==> src/rtl/rk_pkg.sv <==
// Shared types and checksum arithmetic for the RK tape image loader.
package rk_pkg;

  typedef enum logic [3:0] {
    ST_IDLE, ST_SYNC, ST_HDR, ST_DATA, ST_TAIL, ST_CS_HI, ST_CS_LO, ST_DONE, ST_ERR
  } rk_state_t;

  localparam logic [7:0] RK_SYNC     = 8'hE6;
  localparam int         RK_TAIL_LEN = 3;
  localparam int         RK_TAIL_WIN = 4;
  // Tail byte index beyond which a missing E6 marker is fatal (00 00 + 4-byte window).
  localparam logic [2:0] RK_TAIL_LAST = 3'(RK_TAIL_LEN + RK_TAIL_WIN - 2);

  function automatic logic [15:0] rk_cs_step(input logic [15:0] cs, input logic [7:0] b,
                                             input logic last);
    logic [8:0] lo;
    logic [7:0] hi;
    lo = {1'b0, cs[7:0]} + {1'b0, b};
    hi = last ? cs[15:8] : cs[15:8] + b + {7'b0, lo[8]};
    return {hi, lo[7:0]};
  endfunction

endpackage

==> src/rtl/rk_checksum.sv <==
// RK 16-bit tape checksum accumulator; clear has priority over en.
module rk_checksum
  import rk_pkg::*;
(
  input  logic        clk,
  input  logic        reset,
  input  logic        clear,
  input  logic        en,
  input  logic        last,
  input  logic [7:0]  din,
  output logic [15:0] sum
);

  always_ff @(posedge clk) begin
    if (reset || clear) sum <= 16'h0000;
    else if (en)        sum <= rk_cs_step(sum, din, last);
  end

endmodule

==> src/rtl/rk_tape_loader.sv <==
// RK tape image parser: header decode, RAM write strobes (1-cycle latency), tail/checksum check.
// One byte per clock; no backpressure on the download side.
module rk_tape_loader
  import rk_pkg::*;
#(
  parameter bit SKIP_SYNC  = 1'b1,
  parameter bit CHECK_TAIL = 1'b1
) (
  input  logic        clk,
  input  logic        reset,
  input  logic        dl,
  input  logic        in_wr,
  input  logic [7:0]  in_data,
  output logic        ram_we,
  output logic [15:0] ram_addr,
  output logic [7:0]  ram_din,
  output logic [15:0] start_addr,
  output logic        done,
  output logic        err,
  output logic        busy
);

  rk_state_t   state, state_nxt;
  logic        dl_q;
  logic [1:0]  hdr_cnt;
  logic [15:0] hdr_start;
  logic [7:0]  end_hi;
  logic [15:0] end_addr;
  logic [15:0] ptr;
  logic [2:0]  tail_cnt;
  logic        hi_ok;
  logic [15:0] cs;

  wire         dl_rise  = dl & ~dl_q;
  wire         dl_fall  = ~dl & dl_q;
  // A byte arriving with the dl rising edge belongs to no image yet.
  wire         byte_vld = in_wr & dl & ~dl_rise;
  wire  [15:0] hdr_end  = {end_hi, in_data};
  wire         at_end   = (ptr == end_addr);

  rk_checksum u_cs (
    .clk   (clk),
    .reset (reset),
    .clear (dl_rise),
    .en    (byte_vld && state == ST_DATA),
    .last  (at_end),
    .din   (in_data),
    .sum   (cs)
  );

  always_ff @(posedge clk) begin
    if (reset) begin
      state <= ST_IDLE;
      dl_q  <= 1'b0;
    end else begin
      state <= state_nxt;
      dl_q  <= dl;
    end
  end

  always_comb begin
    state_nxt = state;
    if (dl_rise) begin
      state_nxt = SKIP_SYNC ? ST_SYNC : ST_HDR;
    end else if (dl_fall && busy) begin
      state_nxt = ST_ERR;
    end else if (byte_vld) begin
      case (state)
        ST_SYNC:  state_nxt = ST_HDR;
        ST_HDR:   if (hdr_cnt == 2'd3) state_nxt = (hdr_end < hdr_start) ? ST_ERR : ST_DATA;
        ST_DATA:  if (at_end) state_nxt = CHECK_TAIL ? ST_TAIL : ST_DONE;
        ST_TAIL: begin
          if (tail_cnt < 3'd2) begin
            if (in_data != 8'h00) state_nxt = ST_ERR;
          end else if (in_data == RK_SYNC) begin
            state_nxt = ST_CS_HI;
          end else if (in_data != 8'h00 || tail_cnt == RK_TAIL_LAST) begin
            state_nxt = ST_ERR;
          end
        end
        ST_CS_HI: state_nxt = ST_CS_LO;
        ST_CS_LO: state_nxt = (hi_ok && in_data == cs[7:0]) ? ST_DONE : ST_ERR;
        default:  state_nxt = state;
      endcase
    end
  end

  always_comb begin
    busy = !(state == ST_IDLE || state == ST_DONE || state == ST_ERR);
    done = (state == ST_DONE);
    err  = (state == ST_ERR);
  end

  always_ff @(posedge clk) begin
    if (reset) begin
      ram_we     <= 1'b0;
      ram_addr   <= 16'h0000;
      ram_din    <= 8'h00;
      start_addr <= 16'h0000;
      hdr_cnt    <= 2'd0;
      hdr_start  <= 16'h0000;
      end_hi     <= 8'h00;
      end_addr   <= 16'h0000;
      ptr        <= 16'h0000;
      tail_cnt   <= 3'd0;
      hi_ok      <= 1'b0;
    end else begin
      ram_we <= 1'b0;
      if (dl_rise) begin
        hdr_cnt  <= 2'd0;
        tail_cnt <= 3'd0;
        hi_ok    <= 1'b0;
      end else if (byte_vld) begin
        case (state)
          ST_SYNC: if (in_data != RK_SYNC) begin
            hdr_start[15:8] <= in_data;
            hdr_cnt         <= 2'd1;
          end
          ST_HDR: begin
            hdr_cnt <= hdr_cnt + 2'd1;
            case (hdr_cnt)
              2'd0: hdr_start[15:8] <= in_data;
              2'd1: hdr_start[7:0]  <= in_data;
              2'd2: end_hi          <= in_data;
              default: if (!(hdr_end < hdr_start)) begin
                ptr        <= hdr_start;
                end_addr   <= hdr_end;
                start_addr <= hdr_start;
              end
            endcase
          end
          ST_DATA: begin
            ram_we   <= 1'b1;
            ram_addr <= ptr;
            ram_din  <= in_data;
            ptr      <= ptr + 16'd1;
          end
          ST_TAIL:  tail_cnt <= tail_cnt + 3'd1;
          ST_CS_HI: hi_ok    <= (in_data == cs[15:8]);
          default: ;
        endcase
      end
    end
  end

endmodule
==> config.mk <==
export PLATFORM = sky130hd
export DESIGN_NAME = rk_tape_loader
export DESIGN_NICKNAME = d
export VERILOG_FILES = /design/src/rtl/rk_pkg.sv /design/src/rtl/rk_checksum.sv /design/src/rtl/rk_tape_loader.sv
export SDC_FILE = /design/constraint.sdc
export NUM_CORES = 1
export LEC_CHECK = 0
export ABC_AREA = 1
export CORE_UTILIZATION = 45
export DETAILED_ROUTE_END_ITERATION = 10
export PLACE_DENSITY_LB_ADDON = 0.3
export SLEW_MARGIN = 20
export SYNTH_ARGS = -nofsm -noshare
export SYNTH_HDL_FRONTEND = slang
export SYNTH_SLANG_ARGS = --single-unit
export TNS_END_PERCENT = 10
==> constraint.sdc <==
create_clock -name clk -period 4.96 [get_ports clk]
set_clock_uncertainty 0.2 [all_clocks]
set_input_delay 1.488 -clock clk [delete_from_list [all_inputs] [get_ports clk]]
set_output_delay 1.488 -clock clk [all_outputs]
set_load 0.1 [all_outputs]
# == Word-level counts from Yosys, hierarchy flattened ==
# Index checks and enable logic that the tools add are counted.
# classes
n_addsub,6
n_lt_le_gt_ge,2
n_eq_ne,33
muxes,21
bitwise_logic,11
reduce_logical,35
# op_table
cell,n
$mux 4,10
$mux 16,2
$pmux 16 s2,1
$pmux 4 s6,1
$reduce_and 6->1,3
$add 16x1->16 const B,1
$eq 16x16->1,1
$eq 4x3->1 const B,4
$eq 8x8->1,2
$lt 16x16->1,1
$mux 8,2
$pmux 8 s2,1
$reduce_bool 8->1,2
$reduce_and 5->1,3
$ne 4x4->1 const B,3
$ne 5x5->1 const B,2
$add 8x8->9,1
$reduce_or 3->1,3
$add 8x1->8,1
$add 8x8->8,1
$eq 4x2->1 const B,2
$eq 8x8->1 const B,1
$ne 2x2->1 const B,4
$ne 8x8->1 const B,1
31 further kinds,55
# word_totals
regBits,124
input_bits,12
output_inout_bits,44
wordCells,126

# == Logic depth before layout (Yosys ltp) ==
# logic_depth
word_depth,9
ltp_mapped,17

# == By module ==
# From an unflattened synthesis, not the netlist that was laid out.
# hier_totals
hier_cells,1067
hier_area_um2,7001.7
# by_module_without_submodules
mod,instances,cells_each,area_per_inst_um2,seq_area_each_um2
rk_tape_loader,1,877,5738.0,2162.1
rk_checksum,1,190,1263.7,320.3

# == Least setup slack after synthesis ==
# Ideal clock, no wire load.
# synth_path
kind,input to register
startpoint,input in_data[0]
endpoint,register u_cs.sum[14]
setup_ps,118
arrival_ps,4089
slack_ps,553
cell_stages,17
path_cell_list,ha_1 > fa_1 > nand3_1 > nand3_1 > a21oi_1 > o21bai_1 > a21oi_1 > o21bai_1 > fa_1 > fa_1 > nand3_1 > nand2_1 > nand2_1 > nand2_1 > a21oi_1 > xor2_1 > a21oi_1
# synth_between
elab_chain_len,2
word_cells_on_any_way,3
cone_classes,3 x add/sub
# synth_lines
item,line_no,text
start: declaration,rk_tape_loader.sv:13,"input logic [7:0] in_data,"
$add 8x8->8 or $add 8x8->9 (tied branches),"rk_pkg.sv:19, rk_pkg.sv:18",
$add 8x1->8 *,rk_pkg.sv:19,"hi = last ? cs[15:8] : cs[15:8] + b + {7'b0, lo[8]};"
end signal: assignment,rk_checksum.sv:16,"else if (en) sum <= rk_cs_step(sum, din, last);"
end: declaration,rk_checksum.sv:11,output logic [15:0] sum
# Mark *: on every way between the ends. The rest lies on a longest branch, timed or not.
# A chain may end at the register's enable or synchronous reset.

# == Worst setup path after layout ==
# Same ends and word-level chain as after synthesis.

==> summary.json <==
{
  "result_of_the_run": {"value": "finished clean"},
  "initial_utilization": {"value": 0.4596},
  "worst_r2r_path_depth": {"value": 17},
  "global_route_wire_length_before_repair": {"value": 28530, "unit": "µm"},
  "cts_post_setup_buffers_inserted": {"value": 0},
  "place.port_buffers": {"value": 55},
  "finalSetupTns": {"value": 0, "unit": "ps"},
  "setup_slack": {"value": 319.6, "unit": "ps"},
  "ys.flop_type": {"value": "sky130_fd_sc_hd__dfxtp_1"},
  "grt_start_max_net_pins": {"value": 54},
  "place_hpwl": {"value": 12150, "unit": "µm"},
  "ff_latch_area": {"value": 2482, "unit": "µm²"},
  "first_global_vias": {"value": 5699},
  "synth.cell_area": {"value": 6655, "unit": "µm²"},
  "floorplan.die_area": {"value": 15280, "unit": "µm²"},
  "drt-met1-wl": {"value": 8212, "unit": "µm"},
  "tritoncts_clock_tree": {"value": "done"},
  "static-leakage-power": {"value": 0.003416, "unit": "µW"},
  "detail_route.drc_violations": {"value": 0},
  "final_layout_size_suffix_gt1_frac": {"value": 0.07932},
  "chipWidth": {"value": 123.6, "unit": "µm"},
  "remaining_overflow_grt": {"value": 0},
  "max-vdd-ir-drop": {"value": 0.2301, "unit": "mV"},
  "die_height": {"value": 123.6, "unit": "µm"},
  "timing_worst_setup_path_type": {"value": "in -> reg"},
  "worstHoldPathType": {"value": "reg -> reg"},
  "top_layer_used": {"value": "met4"},
  "synth_top_area_frac": {"value": 0.3730},
  "slew_violations": {"value": 0},
  "fin_crit_sh": {"value": 0.9356},
  "finalNetCount": {"value": 1036},
  "cell_row_count": {"value": 44},
  "synth_edf_count": {"value": 0},
  "timing.critical_path.from_type": {"value": "primary input"},
  "wl_met2": {"value": 8224, "unit": "µm"},
  "synth-seq-area-share": {"value": 0.3730},
  "cell_taking_the_most_area_after_synthesis": {"value": "sky130_fd_sc_hd__dfxtp_1"},
  "cts_hold_repair.buffers": {"value": 0},
  "synth.avg_cell_area": {"value": 7.171, "unit": "µm²"},
  "largest_fanout_of_any_net_on_the_critical_path": {"value": 2},
  "detailedRoute.firstPassIterationCount": {"value": 7},
  "ctsRootBufferMaster": {"value": "sky130_fd_sc_hd__clkbuf_16"},
  "max_freq": {"value": 215.5, "unit": "MHz"},
  "grt_use_total": {"value": 0.2471},
  "tritoncts.num_buffers": {"value": 17},
  "route.antenna.remaining_nets": {"value": 0},
  "max-slew-margin-rel": {"value": 0.3351},
  "cts_max_path_buffers": {"value": 2},
  "report.final.hold_viol_count": {"value": 0},
  "cts-htree-levels": {"value": 4},
  "diodes": {"value": 0},
  "final.hold.worst_slack": {"value": 258.1, "unit": "ps"},
  "dr.first_iter.drc_count": {"value": 561},
  "post_cts.resized_instances": {"value": 0},
  "antenna_found_initial": {"value": 0},
  "clock_latency_on_the_worst_skew_pair": {"value": 420, "unit": "ps"},
  "synth.lib_cells_used.distinct": {"value": 40},
  "asyncSetResetFlopFracSynth": {"value": 0},
  "synthesis.nets": {"value": 980},
  "syn_inst": {"value": 928},
  "synth-seq-cells": {"value": 124},
  "route.vias.total": {"value": 6238},
  "tritoncts_num_sinks": {"value": 124},
  "synth_warnings": {"value": 0},
  "worst_hold_path.num_cells": {"value": 2},
  "worst_setup_hold_path_clk_slew": {"value": 50, "unit": "ps"},
  "finalSetupViolCount": {"value": 0},
  "route.detailed.wl_per_inst": {"value": 15.00, "unit": "µm"},
  "layout.filler_cells": {"value": 1373},
  "finalWorstPathRequiredPeriod": {"value": 4640, "unit": "ps"},
  "worst_setup_path_end_kind": {"value": "flip-flop"},
  "syn_to_final_growth": {"value": 20.29, "unit": "%"},
  "drv.max_cap_violation_count": {"value": 0},
  "detail_route.wirelength": {"value": 17700, "unit": "µm"},
  "met3WireLength": {"value": 961, "unit": "µm"},
  "synth_top_cells_by_area": {"value": "sky130_fd_sc_hd__dfxtp_1, sky130_fd_sc_hd__nand2_1, sky130_fd_sc_hd__a21oi_1"},
  "worst-endpoint-required": {"value": 5050, "unit": "ps"},
  "power_density": {"value": 301.2, "unit": "nW/µm²"},
  "critical_path_arrival": {"value": 4730, "unit": "ps"},
  "grt_setup_unrepaired": {"value": "false"},
  "tightest_slew": {"value": 994.3, "unit": "ps"},
  "finalWeightedCongestion": {"value": 0.8743},
  "multi_input_area": {"value": 3602, "unit": "µm²"},
  "pre_cts_slack": {"value": -52.01, "unit": "ps"},
  "top_level_ports": {"value": 56},
  "detail_route.vias_per_cell": {"value": 5.286},
  "core_area": {"value": 14480, "unit": "µm²"}
}
==> report_power, final <==
group          total (µW)  switching [µW]  internal, µW
sequential           1000            4.54           999
clock                1270             441           829
combinational         137            93.6          43.0
==> cells in the final DEF (no fill, tap or decap), types with 2 or more instances in the layout <==
| cell type | instances |
|---|---|
| sky130_fd_sc_hd__a211oi_1 | 9 |
| sky130_fd_sc_hd__a21oi_1 | 111 |
| sky130_fd_sc_hd__a21oi_2 | 2 |
| sky130_fd_sc_hd__buf_4 | 24 |
| sky130_fd_sc_hd__bufinv_16 | 2 |
| sky130_fd_sc_hd__clkbuf_1 | 2 |
| sky130_fd_sc_hd__clkbuf_16 | 17 |
| sky130_fd_sc_hd__clkbuf_8 | 7 |
| sky130_fd_sc_hd__clkdlybuf4s50_1 | 54 |
| sky130_fd_sc_hd__clkinv_1 | 2 |
| sky130_fd_sc_hd__clkinv_2 | 2 |
| sky130_fd_sc_hd__dfxtp_1 | 124 |
| sky130_fd_sc_hd__fa_1 | 3 |
| sky130_fd_sc_hd__ha_1 | 37 |
| sky130_fd_sc_hd__inv_1 | 87 |
| sky130_fd_sc_hd__inv_2 | 6 |
| sky130_fd_sc_hd__nand2_1 | 171 |
| sky130_fd_sc_hd__nand2_2 | 3 |
| sky130_fd_sc_hd__nand3_1 | 77 |
| sky130_fd_sc_hd__nand4_1 | 10 |
| sky130_fd_sc_hd__nor2_1 | 93 |
| sky130_fd_sc_hd__nor2_4 | 4 |
| sky130_fd_sc_hd__nor2_8 | 2 |
| sky130_fd_sc_hd__nor3_1 | 11 |
| sky130_fd_sc_hd__nor4_1 | 2 |
| sky130_fd_sc_hd__o211ai_1 | 3 |
| sky130_fd_sc_hd__o21ai_0 | 82 |
| sky130_fd_sc_hd__o21ai_1 | 2 |
| sky130_fd_sc_hd__o21ai_2 | 2 |
| sky130_fd_sc_hd__o21bai_1 | 2 |
| sky130_fd_sc_hd__or2_2 | 2 |
| sky130_fd_sc_hd__xnor2_1 | 5 |
| sky130_fd_sc_hd__xor2_1 | 26 |
==> synthesized netlist by cell type, types with 2 or more instances <==
library cell,n
sky130_fd_sc_hd__o21ai_1,2
sky130_fd_sc_hd__nor3_1,11
sky130_fd_sc_hd__a211oi_1,9
sky130_fd_sc_hd__buf_2,13
sky130_fd_sc_hd__o21ai_2,2
sky130_fd_sc_hd__xnor2_1,5
sky130_fd_sc_hd__nand2_2,3
sky130_fd_sc_hd__nor2_8,2
sky130_fd_sc_hd__inv_1,88
sky130_fd_sc_hd__fa_1,3
sky130_fd_sc_hd__a21oi_1,111
sky130_fd_sc_hd__or2_2,2
sky130_fd_sc_hd__ha_1,37
sky130_fd_sc_hd__inv_2,6
sky130_fd_sc_hd__dfxtp_1,124
sky130_fd_sc_hd__o211ai_1,3
sky130_fd_sc_hd__buf_4,2
sky130_fd_sc_hd__buf_6,4
sky130_fd_sc_hd__nor2_1,93
sky130_fd_sc_hd__nand4_1,10
sky130_fd_sc_hd__a21oi_2,2
sky130_fd_sc_hd__nand2_1,171
sky130_fd_sc_hd__xor2_1,26
sky130_fd_sc_hd__o21ai_0,82
sky130_fd_sc_hd__nor4_1,2
sky130_fd_sc_hd__clkbuf_2,2
sky130_fd_sc_hd__nor2_4,4
sky130_fd_sc_hd__nand3_1,77
sky130_fd_sc_hd__o21bai_1,2
sky130_fd_sc_hd__clkbuf_1,20
==> per-stage QoR <==
step                      utilization  cells  area (µm²)  total power [µW]
after global placement         0.5104   1148        7390              1159
final                          0.5529   1180        8005              2411
after CTS                      0.5529   1180        8005              2428
after global routing           0.5529   1180        8005              2491
after detailed placement       0.5109   1149        7397              1161
after floorplan                     -    928        6655              1108
==> path summary, 6_finish.rpt <==
kind                               start                     endpoint  slack (ps)
min reg2reg  start_addr[14]$_SDFFE_PP0P_  start_addr[14]$_SDFFE_PP0P_         260
max                           in_data[0]    u_cs.sum[14]$_SDFFE_PP0P_         320
min          start_addr[14]$_SDFFE_PP0P_  start_addr[14]$_SDFFE_PP0P_         260
max reg2reg     u_cs.sum[0]$_SDFFE_PP0P_    u_cs.sum[14]$_SDFFE_PP0P_        1530
==> layer usage <==
layer  vias up  track usage
met5         -            0
met4         0      0.07907
met3        23      0.06319
met2       167       0.4024
met1      2862       0.3185
li1       3186            -
==> critical path: stages <==
cell and delay [ps]:
sky130_fd_sc_hd__clkdlybuf4s50_1 420, sky130_fd_sc_hd__ha_1 240, sky130_fd_sc_hd__fa_1 400, sky130_fd_sc_hd__nand3_1 90
sky130_fd_sc_hd__nand3_1 100, sky130_fd_sc_hd__a21oi_1 140, sky130_fd_sc_hd__o21bai_1 110, sky130_fd_sc_hd__a21oi_1 160
sky130_fd_sc_hd__o21bai_1 100, sky130_fd_sc_hd__fa_1 410, sky130_fd_sc_hd__fa_1 410, sky130_fd_sc_hd__nand3_1 100
sky130_fd_sc_hd__nand2_1 60, sky130_fd_sc_hd__nand2_1 80, sky130_fd_sc_hd__nand2_1 60, sky130_fd_sc_hd__a21oi_1 150
sky130_fd_sc_hd__xor2_1 150, sky130_fd_sc_hd__a21oi_1 70
==> sequential cells by signal, summed over array words and instances (netlist names), 3 cells and up <==
| name | count |
|---|---|
| end_addr | 16 |
| end_hi | 8 |
| ram_addr | 16 |
| state | 4 |
| start_addr | 16 |
| hdr_start | 16 |
| u_cs.sum | 16 |
| ram_din | 8 |
| ptr | 16 |
| tail_cnt | 3 |
==> area by class of cell <==
type,instances,share of cell area
Tap cell,184,0.02876
Clock buffer,26,0.06611
Inverter,95,0.04455
Clock inverter,5,0.009847
Multi-Input combinational cell,667,0.4500
Sequential cell,124,0.3101
Timing Repair Buffer,79,0.09065
==> cells by family after synthesis <==
family,share of synthesized area
buffers and inverters,0.08573
and+or+nand+nor,0.2516
adders and majority gates,0.07859
DFF,0.3730
AOI/OAI and AO/OA,0.1703
xor gates and xnor gates,0.04080
Note: power is estimated with default switching activity, not from simulation.
==> variant 1 (same settings) <==
Register the output `start_addr` once more, with the module's reset; this adds one clock of latency there. The other outputs are not delayed to match.
--- a/src/rtl/rk_tape_loader.sv
+++ b/src/rtl/rk_tape_loader.sv
@@ -21,2 +21,4 @@
 );
+
+  logic [15:0] start_addr_s0;
 
@@ -98,3 +100,3 @@
       ram_din    <= 8'h00;
-      start_addr <= 16'h0000;
+      start_addr_s0 <= 16'h0000;
       hdr_cnt    <= 2'd0;
@@ -127,3 +129,3 @@
                 end_addr   <= hdr_end;
-                start_addr <= hdr_start;
+                start_addr_s0 <= hdr_start;
               end
@@ -145,2 +147,10 @@
 
+  always_ff @(posedge clk) begin
+    if (reset) begin
+      start_addr <= '0;
+    end else begin
+      start_addr <= start_addr_s0;
+    end
+  end
+
 endmodule
Function: same outputs for any inputs over 4 cycles, from zero or initial values and one cycle with reset high; that may be too few to reach the edited logic, so the function may still have changed.
==> variant 1 against the original RTL <==
Power increased by 9.1%; worst setup slack improved by 0.067 ns; sequential cell count increased by 16; count of clock-buffer cells in the layout decreased by 6; largest cell class unchanged; critical path type unchanged; design area increased by 6.3%; routed wire length decreased by 1.9%; cell count increased by 11%; core utilization increased by 0.46 points; synthesized area increased by 6.2%.
==> variant 1: results (changes against the original RTL) <==
The worst slew margin relative to its limit came out at 0.309 (-0.0261). The post-CTS setup-driven buffer insertion count was 0 (unchanged). The cell-internal power was 0.00204 W (+9.0%).

The post-detailed-route DRC marker count is 0 (unchanged). The estimated wirelength of the detail-placed design is 12300 um (+0.92%). The number of nets in the layout came out at 1132 (+9.3%). The residual overflow from global routing was 0 (unchanged).

The placer's final routability congestion estimate came out at 0.872 (-0.27%). The post-cts resize count is 0 (unchanged). The static power due to leakage came out at 3.95 nW (+16%).

The post-detailed-routing wire length came out at 17400 um (-1.9%). Counting instances in the post-synthesis netlist gives the leading cell types as nand2_1 (228), nor2_1 (170), dfxtp_1 (140). The wire length of the first global-routing pass came out at 28600 um (+0.14%). The warning count from the yosys run is 0 (unchanged). The clock insertion delay at the later pin of the skew report is 0.43 ns. The fraction of final layout cells sized beyond drive strength 1 came out at 0.0677 (-0.0116). The number of DRC violations after detailed-routing iteration 0 is 454 (-19%). The number of detailed-routing iterations run before antenna repair is 5 (-2). The clock buffer count from CTS is 17 (unchanged). The run finished with clean final reports. For this design, the slowest cell found on the critical path is clkdlybuf4s50_1. The placed standard-cell area came out at 0.00787 mm2 (+6.3%). The cell count after synthesis came out at 1023 (+10%). The number of vias in the routed layout came out at 6468 (+3.7%).

The top fanout value on the critical path came out at 2 (unchanged). The count of unique library cells instantiated by Yosys was 34 (-15%). The worst-case vdd ir drop came out at 0.000230 V (-0.21%).

The number of global-route vias before repair is 5855 (+2.7%). The proportion of synthesized flip-flops having asynchronous set or reset came out at 0 (unchanged). The total global routing track utilization came out at 0.228 (-0.0196).

The maximum number of pins on one net before global-route repair came out at 65 (+20%). The data arrival time of the critical path came out at 4.67 ns (-0.06 ns). The number of maximum-capacitance violations is 0 (unchanged). The cell at the root of the clock tree is clkbuf_16. Sorting the synthesized cells by area gives the leading types as dfxtp_1 (40%), nand2_1 (12%), nor2_1 (9.0%). The tightest min-delay check is of the register to register type. The share of synthesized area occupied by flip-flops and latches was 0.397 (+0.0235). The fill cell total of the finished layout came out at 1476 (+7.5%). The number of cells in the finished layout apart from fillers is 1304 (+11%). The largest stage delay on the critical path came out at 0.42 ns (about the same).
## variant 1: cells by family after synthesis
group | synth area share
and+or+nand+nor | 0.274
DFF | 0.397
buffers and inverters | 0.0913
xor gates and xnor gates | 0.0310
AOI/OAI and AO/OA | 0.133
adders and majority gates | 0.0740
## variant 1: power by group through the flow
stage / Combinational, W / Clock (W) / Sequential, W
6_report: 0.000124 / 0.00138 / 0.00113
5_1_grt: 0.000135 / 0.00146 / 0.00113
3_3_place_gp: 0.000122 / 0 / 0.00116
2_1_floorplan: 0.0000765 / 0 / 0.00115
4_1_cts: 0.000123 / 0.00140 / 0.00113
3_5_place_dp: 0.000122 / 0 / 0.00116
## variant 1: through the flow
stage	utilization	hold slack, ns	setup WS [ns]	total power, W
after floorplan	-	0.210	0.568	0.00123
after global placement	0.515	0.216	0.00478	0.00128
after detailed placement	0.515	0.221	-0.0403	0.00128
after CTS	0.558	0.231	0.400	0.00265
after global routing	0.558	0.252	0.158	0.00272
final	0.558	0.228	0.387	0.00263
## variant 1: cell type report
type	instances	area share
tap	211	0.0310
sequential	140	0.329
clock buffer	20	0.0537
timing repair buffer	75	0.0832
multi-input combinational	722	0.426
inverter	124	0.0547
clock inverter	12	0.0218
## variant 1: final timing paths
kind	startpoint	to	slack, ns	cells past startpoint
setup / recovery	in_data[0]	u_cs.sum[14]$_SDFFE_PP0P_	0.39	18
setup reg to reg	u_cs.sum[0]$_SDFFE_PP0P_	u_cs.sum[14]$_SDFFE_PP0P_	1.60	17
hold / removal	start_addr_s0[15]$_SDFFE_PP0P_	start_addr[15]$_SDFF_PP0_	0.23	2
hold reg to reg	start_addr_s0[15]$_SDFFE_PP0P_	start_addr[15]$_SDFF_PP0_	0.23	2
## variant 1: worst max-delay path, delay by kind of cell
kind / cells / cell delay, ns
AOI/OAI and AO/OA: 6 / 0.73
and+or+nand+nor: 6 / 0.44
buffers and inverters: 1 / 0.42
adders and majority gates: 4 / 1.44
xor gates and xnor gates: 1 / 0.17
## variant 1: routing by layer
layer  global-route usage  wire (um)  up-vias
li1                     -          -     3366
met1                0.282       7950     2948
met2                0.379       8230      126
met3               0.0507        745       28
met4                0.101        449        0
met5                    0          0        -
==> variant 2 (config.mk and constraints unchanged) <==
Made on the original files. Change the parameter `CHECK_TAIL` from 1'b1 to 1'b0.
--- a/src/rtl/rk_tape_loader.sv
+++ b/src/rtl/rk_tape_loader.sv
@@ -6,3 +6,3 @@
   parameter bit SKIP_SYNC  = 1'b1,
-  parameter bit CHECK_TAIL = 1'b1
+  parameter bit CHECK_TAIL = 1'b0
 ) (
Check against the original RTL: same outputs for any inputs over 4 cycles, from zero or initial values and one cycle with reset high; that may be too few to reach the edited logic, so the function may still have changed.
==> variant 2 against the original RTL <==
Count of clock-buffer cells in the layout is 7 lower; sequential share of layout area fell by 0.45 points; routed wire length fell by 0.77%; sequential cell count stayed put; worst setup slack got worse by 0.030 ns; design area increased by 1.5%; sequential power barely moved; power rose by 0.55%; first-iteration DRC count shrank 25%; synthesized area increased by 1.8%; critical path type unchanged; largest power group unchanged; highest routed layer unchanged.
==> variant 2: results (changes against the original RTL) <==
The total global routing track utilization was 0.235 (-0.0119). The via density per instance came out at 5.03 (-4.9%). The register-to-register setup slack is 1.51 ns (-0.02 ns).

The category of the critical setup timing path is input pin to register. The worst-case vdd ir drop is 0.000234 V (+1.7%). The final core utilization came to 0.557 (+0.00389). The setup slack at placement came out at -0.170 ns (-0.118 ns).

The cell depth of the worst flop-to-flop path is 19 (+2). The placed standard-cell area came out at 0.00751 mm2 (+1.6%). In the synthesized netlist, the cells that appear most often are nand2_1 (224), nor2_1 (145), dfxtp_1 (124). The share of synthesized area occupied by flip-flops and latches was 0.366 (-0.00661).

The number of detailed-routing iterations run before antenna repair came to 5 (-2). The class of the tightest hold or removal check is register to register. The average instance area after synthesis came to 6.84 um2 (-4.7%). The number of global-route vias before repair is 5847 (+2.6%). The number of nets in the layout came out at 1101 (+6.3%). In this run the most critical hold path is launched from tail_cnt[2]$_SDFFE_PP0P_. The CTS H-tree depth is 4 (unchanged). The fraction of final layout cells sized beyond drive strength 1 came out at 0.0744 (-0.00493). The count of unique library cells instantiated by Yosys came out at 40 (unchanged).

Among all flip-flop cells after synthesis, the most frequent one is dfxtp_1. The synthesized net count was 1043 (+6.4%). The top fanout value on the critical path is 2 (unchanged).

The post-CTS setup-driven buffer insertion count was 0 (unchanged). The fill cell total of the finished layout is 1424 (+3.7%). The post-cts resize count came out at 0 (unchanged). The worst hold path cell count is 2 (unchanged). The root buffer cell chosen for the clock tree is clkbuf_16. The flow ran to the end, and the final reports show no timing, DRC or antenna violations. The estimated wirelength of the detail-placed design came out at 12200 um (+0.18%).

The routed length per placed instance is 14.1 um (-6.0%). The number of vias in the routed layout came out at 6264 (+0.42%). The worst slew margin relative to its limit came out at 0.331 (-0.00360).

The count of inserted antenna diode cells is 0 (unchanged). The worst hold slack after final layout came out at 0.279 ns (+0.0213 ns). The source of the worst register-to-register timing path is u_cs.sum[0]$_SDFFE_PP0P_.

The endpoint of the worst hold path is tail_cnt[2]$_SDFFE_PP0P_. The number of DRC violations after detailed-routing iteration 0 is 420 (-25%). The clock buffer count from CTS is 17 (unchanged).

Clock latency on the worst-skew pair, taken at its later pin, is 0.43 ns. The maximum clock insertion buffer count came out at 2 (unchanged). Yosys attributes the largest share of cell area to dfxtp_1 (37%), nand2_1 (12%), nor2_1 (8.0%). The wire length of the first global-routing pass was 29100 um (+2.0%). The maximum number of pins on one net before global-route repair is 88 (+63%). The placer's final routability congestion estimate is 0.878 (+0.42%).

The warning count from the yosys run is 0 (unchanged). The maximum frequency from static timing analysis is 214 MHz (-0.63%). The static power due to leakage is 3.78 nW (+11%). The proportion of synthesized flip-flops having asynchronous set or reset came out at 0 (unchanged). The most critical setup path has its startpoint at in_data[0].
==> variant 2: cell count changes after synthesis, sizes merged, moves of 2 or more <==
cell / unedited run / this run
inv: 94 / 124
a211oi: 9 / 4
nand3: 78 / 47
o21ai: 86 / 89
or2: 3 / 1
nand2: 175 / 228
a21oi: 113 / 87
xor2: 26 / 17
buf: 20 / 24
nor2: 100 / 150
clkbuf: 22 / 15
==> variant 2: final cells by class <==
cell class                 count  share of cell area
tap                          184              0.0283
multi-input combinational    704               0.444
clock inverter                13              0.0214
timing repair buffer          78              0.0896
sequential                   124               0.306
inverter                     124              0.0573
clock buffer                  19              0.0533
==> variant 2: logic make-up (layout without fill, tap and decap cells) <==
group           Yosys count  after routing  synth area share
xor+xnor                 23             23            0.0297
buf+inv                 163            234             0.101
simple gates            454            454             0.281
compound gates          187            187             0.145
fa+ha+maj                40             40            0.0772
flops                   124            124             0.366
==> variant 2: critical path, stage by stage <==
cell,delay [ns]
clkdlybuf4s50_1,0.43
ha_1,0.23
fa_1,0.39
nand3_1,0.09
nand2_1,0.08
a21oi_1,0.13
o21bai_1,0.09
and2_1,0.15
nor2_1,0.10
o21bai_1,0.09
fa_1,0.41
fa_1,0.40
nand3_1,0.09
nand3_1,0.09
nand2_1,0.07
nand2_1,0.06
a21oi_2,0.14
o21ai_0,0.08
a21oi_1,0.13
nor2_1,0.05
==> variant 2: layer usage <==
metal	share of wire	vias up	GRT usage	routed length (um)
li1	-	3283	-	-
met1	0.47	2848	0.298	8260
met3	0.041	20	0.0593	723
met4	0.016	0	0.0737	276
met2	0.47	113	0.390	8300
met5	0	-	0	0
==> variant 2: power by group <==
group          total [W]  internal [W]  switching (W)
registers        0.00100       0.00100     0.00000522
logic           0.000129     0.0000429      0.0000863
clock network    0.00129      0.000834       0.000456
